File: config.mk
export PLATFORM = sky130hd
export DESIGN_NAME = forward_scoreboard
export DESIGN_NICKNAME = d
export VERILOG_FILES = /design/src/rtl/forward_scoreboard.sv
export SDC_FILE = /design/constraint.sdc
export NUM_CORES = 1
export LEC_CHECK = 0
export CAP_MARGIN = 20
export CORE_MARGIN = 2
export CORE_UTILIZATION = 40
export DETAILED_ROUTE_END_ITERATION = 10
export PLACE_DENSITY = 0.87
export SLEW_MARGIN = 20
export SYNTH_ARGS = -nofsm -noshare
export SYNTH_HDL_FRONTEND = slang
export SYNTH_SLANG_ARGS = --single-unit
File: constraint.sdc
create_clock -name clk -period 4.6 [get_ports clk]
set_input_delay 1.38 -clock clk [delete_from_list [all_inputs] [get_ports clk]]
set_output_delay 1.38 -clock clk [all_outputs]
set_load 0.02 [all_outputs]
File: src/rtl/forward_scoreboard.sv
// forward_scoreboard: multi-port operand bypass with a long-op scoreboard and stall counter
module forward_scoreboard #(
  parameter int DATA_W    = 32,
  parameter int ADDR_W    = 5,
  parameter int NUM_RD    = 2,
  parameter int NUM_STG   = 2,
  parameter int LOP_DEPTH = 4,
  parameter int CNT_W     = 16
) (
  input  logic                      clk,
  input  logic                      resetn,
  input  logic [NUM_STG-1:0]        stg_en,
  input  logic [NUM_STG*ADDR_W-1:0] stg_addr,
  input  logic [NUM_STG*DATA_W-1:0] stg_data,
  input  logic [NUM_STG-1:0]        stg_rdy,
  input  logic [NUM_RD*ADDR_W-1:0]  rd_addr,
  input  logic [NUM_RD*DATA_W-1:0]  rd_data,
  output logic [NUM_RD*DATA_W-1:0]  fwd_data,
  output logic                      stall,
  input  logic                      lop_issue,
  input  logic [ADDR_W-1:0]         lop_issue_addr,
  output logic                      lop_issue_ready,
  input  logic                      lop_wb_en,
  input  logic [ADDR_W-1:0]         lop_wb_addr,
  input  logic [DATA_W-1:0]         lop_wb_data,
  input  logic                      flush,
  output logic [CNT_W-1:0]          stall_cnt
);
  logic [LOP_DEPTH-1:0] sb_valid, issue_dup, wb_clr, free, alloc;
  logic [ADDR_W-1:0]    sb_addr [LOP_DEPTH];
  logic [NUM_RD-1:0]    port_stall;
  logic                 do_alloc;
  always_comb begin
    issue_dup = '0;
    wb_clr    = '0;
    for (int k = 0; k < LOP_DEPTH; k++) begin
      issue_dup[k] = sb_valid[k] && sb_addr[k] == lop_issue_addr;
      wb_clr[k]    = lop_wb_en && sb_valid[k] && sb_addr[k] == lop_wb_addr;
    end
  end
  // lowest free entry as a one-hot mask
  assign free            = ~sb_valid;
  assign alloc           = free & (~free + LOP_DEPTH'(1));
  assign lop_issue_ready = |free && !(|issue_dup);
  assign do_alloc        = lop_issue && lop_issue_ready && |lop_issue_addr;
  for (genvar j = 0; j < NUM_RD; j++) begin : g_rd
    logic [ADDR_W-1:0] a;
    logic [DATA_W-1:0] r, d;
    logic              hit, pend, s;
    assign a = rd_addr[j*ADDR_W +: ADDR_W];
    assign r = rd_data[j*DATA_W +: DATA_W];
    // walking from oldest to youngest lets the youngest matching stage win
    always_comb begin
      d    = r;
      s    = 1'b0;
      hit  = 1'b0;
      pend = 1'b0;
      for (int i = NUM_STG - 1; i >= 0; i--)
        if (stg_en[i] && stg_addr[i*ADDR_W +: ADDR_W] == a) begin
          hit = 1'b1;
          d   = stg_rdy[i] ? stg_data[i*DATA_W +: DATA_W] : r;
          s   = !stg_rdy[i];
        end
      for (int k = 0; k < LOP_DEPTH; k++)
        pend = pend | (sb_valid[k] && sb_addr[k] == a);
      if (!hit && lop_wb_en && lop_wb_addr == a) d = lop_wb_data;
      else if (!hit) s = pend;
      if (a == '0) begin
        d = '0;
        s = 1'b0;
      end
    end
    assign fwd_data[j*DATA_W +: DATA_W] = d;
    assign port_stall[j]                = s;
  end
  assign stall = |port_stall;
  always_ff @(posedge clk) begin
    if (!resetn) begin
      sb_valid  <= '0;
      stall_cnt <= '0;
    end else begin
      sb_valid <= flush ? '0 : (sb_valid & ~wb_clr) | (do_alloc ? alloc : '0);
      if (stall && !(&stall_cnt)) stall_cnt <= stall_cnt + CNT_W'(1);
    end
  end
  always_ff @(posedge clk)
    for (int k = 0; k < LOP_DEPTH; k++)
      if (do_alloc && alloc[k]) sb_addr[k] <= lop_issue_addr;
endmodule

==> flow_summary.toml <==
[outcome]
outcome = "complete, but fails checks"
violations = "setup timing"

[worst_setup_path]
rrSetupSlack_ns = 1.97
crit_start = "stg_addr[2]"
endpoint_kind = "primary output"
timing.rr.start = "sb_addr[0][2]"
path_max_fanout = 8
regToRegEndpoint = "sb_addr[2][1]"
worst_ep_arrival_time_ns = 3.42
startpoint_type = "input port"
path_class = "in2out"
crit_required_ns = 3.22
ff2ff_path_depth = 8

[place]
placed_cells = 1070
port-buffer-count = 280
hpwl_um = 17400
globalplace.congestion = 0.983

[timing]
worstMarginPinSlew_ns = 0.583
fmax_mhz = 208
rsz0062_at_grt = "yes"
maxSlewViolCount = 0
final-hold-violation-count = 0
setup_viol = 64
finalCriticalPeriod_ns = 4.80
slew_headroom = 0.611
fin_crit_sh = 1.04
fin_worst_skew_ns = 0.00461
timing.final.ws_setup_ns = -0.202

[min_path]
min_to = "stall_cnt[8]"
hold_depth = 2
min_from = "stall_cnt[8]"
hp-class = "reg2reg"

[routing]
route.detailed.drc = 0
avgRoutedWirePerCell_um = 25.1
wl_met2_um = 12800
met1Wirelength_um = 10000
antenna_left = 0
viasPerCell = 6.53
routed_wl_um = 27800
num_vias = 7234
firstDrtPassIters = 7
drt_iter0_drc = 788
route.met3.wl_um = 3020
highest_layer = "met4"

[synth]
synthesis.nets = 844
synth-seq-cells = 40
synthArstFlopShare = 0
yosysWarnings = 0
synth_area_um2 = 4880
synth_top_flop_cell = "edfxtp_1"
yosysUniqueCellTypes = 40
synth_area_leader_cell = "xor2_1"
synth.most_common_cell = "nand2_1"
synth_edf_count = 20
ys_top_cells_by_area = "xor2_1 13%, edfxtp_1 12%, o22a_1 11%"
seq_area_frac_synth = 0.205
synth_common_cells = "82 x nand2_1, 79 x a21oi_1, 70 x xor2_1, 66 x o211ai_1, 64 x o22a_1"
synthCells = 644
syn_area_per_cell_um2 = 7.58
synth_top_cell_area_share = 0.126

[power]
powerDensity_nw_per_um2 = 153
ir_drop_v = 0.000267
power.total_w = 0.00145
leakagePower_nw = 3.46

[floorplanning]
boundaryPins = 281
initial_utilization = 0.408
dieArea_um2 = 13100
rows = 40
die-height_um = 114
core_um2 = 12000
dieWidth_um = 114

[global_routing]
overflow = 0
antenna_found_initial = 0
grt_max_degree = 33
grt_pass1_vias = 6850
grt_pass1_wl_um = 38900
grt_usage = 0.378

[cells_and_area]
drive_gt1_frac = 0.301
final_cells = 1108
antenna_cells = 0
area_growth_syn_to_layout_pct = 93.2
final_nets = 1160

[clocking]
numCtsBuffers = 5
htreeDepth = 2
cts_sinks = 40
clock_latency_ns = 0.28
path_clk_slew_ns = 0.06
tritoncts = "done"
cts-root-buf = "clkbuf_16"
cts_max_path_buffers = 2

[flow_run]
drv_cap = 0
==> area by class of cell <==
cell class / instances / area, um2
sequential: 40 / 1000
multi-input combinational: 530 / 4010
clock buffer: 5 / 125
tap: 147 / 184
timing repair buffer: 378 / 4060
clock inverter: 3 / 42.5
inverter: 5 / 18.8
fill: 769 / 2530
==> routing by layer <==
metal,vias up,track usage
met5,-,0
met4,0,0.220
met3,190,0.0799
met2,618,0.623
met1,3377,0.455
li1,3049,-
==> flip-flops by register name, summed over array words and instances (netlist names) <==
| name | flops |
|---|---|
| sb_addr | 20 |
| sb_valid | 4 |
| stall_cnt | 16 |
==> through the flow <==
stage / util / hold WS, ns / TNS [ns] / setup slack [ns] / area (um2)
after floorplan: - / 0.497 / 0 / 0.0303 / 5110
after global placement: 0.707 / 0.470 / -50.02 / -0.844 / 8460
after detailed placement: 0.707 / 0.476 / -53.05 / -0.892 / 8460
after CTS: 0.766 / 0.484 / -1.19 / -0.106 / 9160
after global routing: 0.788 / 0.523 / -10.71 / -0.332 / 9430
final: 0.788 / 0.483 / -5.66 / -0.202 / 9430
==> worst max-delay path: stages <==
cell and delay, ns:
buf_6 0.10, xor2_1 0.17, nor4_2 0.37, and3_4 0.26
nand3b_1 0.15, buf_6 0.19, buf_12 0.16, o22a_1 0.15
o211ai_1 0.15, a21oi_2 0.20, buf_6 0.13
==> where the power goes <==
group          leakage, nW  switching [W]  internal, W
combinational         3.04       0.000304     0.000361
sequential           0.345     0.00000944     0.000380
clock               0.0798       0.000138     0.000255
==> cells in the final DEF, fill, tap and decap left out, drive strengths merged, types with 2 or more instances in the layout <==
master         netlist  layout
nand2b               5       5
xor2                70      70
nor3b                2       2
clkdlybuf4s50        0     186
mux2i                5       5
nand3               18      18
clkbuf              45      12
and2                 2       2
inv                  5       5
edfxtp              20      20
or4                  9       9
nand2               82      82
a21oi               79      79
o21ai                4       4
o22a                64      64
nor3                 2       2
nor4                17      17
nand4                7       7
or3                  5       5
nor2                13      13
o31ai               11      11
dlygate4sd2          0       7
and3                16      16
nor2b                3       3
o211ai              66      66
buf                 24     176
xnor2               40      40
dfxtp               20      20
==> logic make-up after synthesis <==
group                    after synthesis  synth area share
AO/OA/AOI/OAI                        230             0.330
adder cells (fa/ha/maj)                1           0.00256
flip-flops                            40             0.205
XOR/XNOR                             110             0.197
buffers and inverters                 74            0.0671
AND/OR/NAND/NOR                      184             0.187
multiplexers                           5            0.0103
==> how the worst max path moves through the flow <==
stage,to,slack (ns),depth (start not counted)
after floorplan,fwd_data[43],0.03,10
after global placement,fwd_data[0],-0.84,10
after detailed placement,fwd_data[0],-0.89,10
after CTS,fwd_data[51],-0.11,13
after global routing,fwd_data[62],-0.33,12
final,fwd_data[28],-0.20,11
==> what timing repair did <==
item / CTS / global route
hold buffers: 0 / 0
endpoints found under the hold margin: 0 / 0
cloned: 15 / 6
buffers inserted: 12 / 2
pin swaps: 63 / 49
gates resized for setup: 486 / 49
setup endpoints to repair: 66 / 66
No activity file was read; power rests on OpenSTA's default activity.
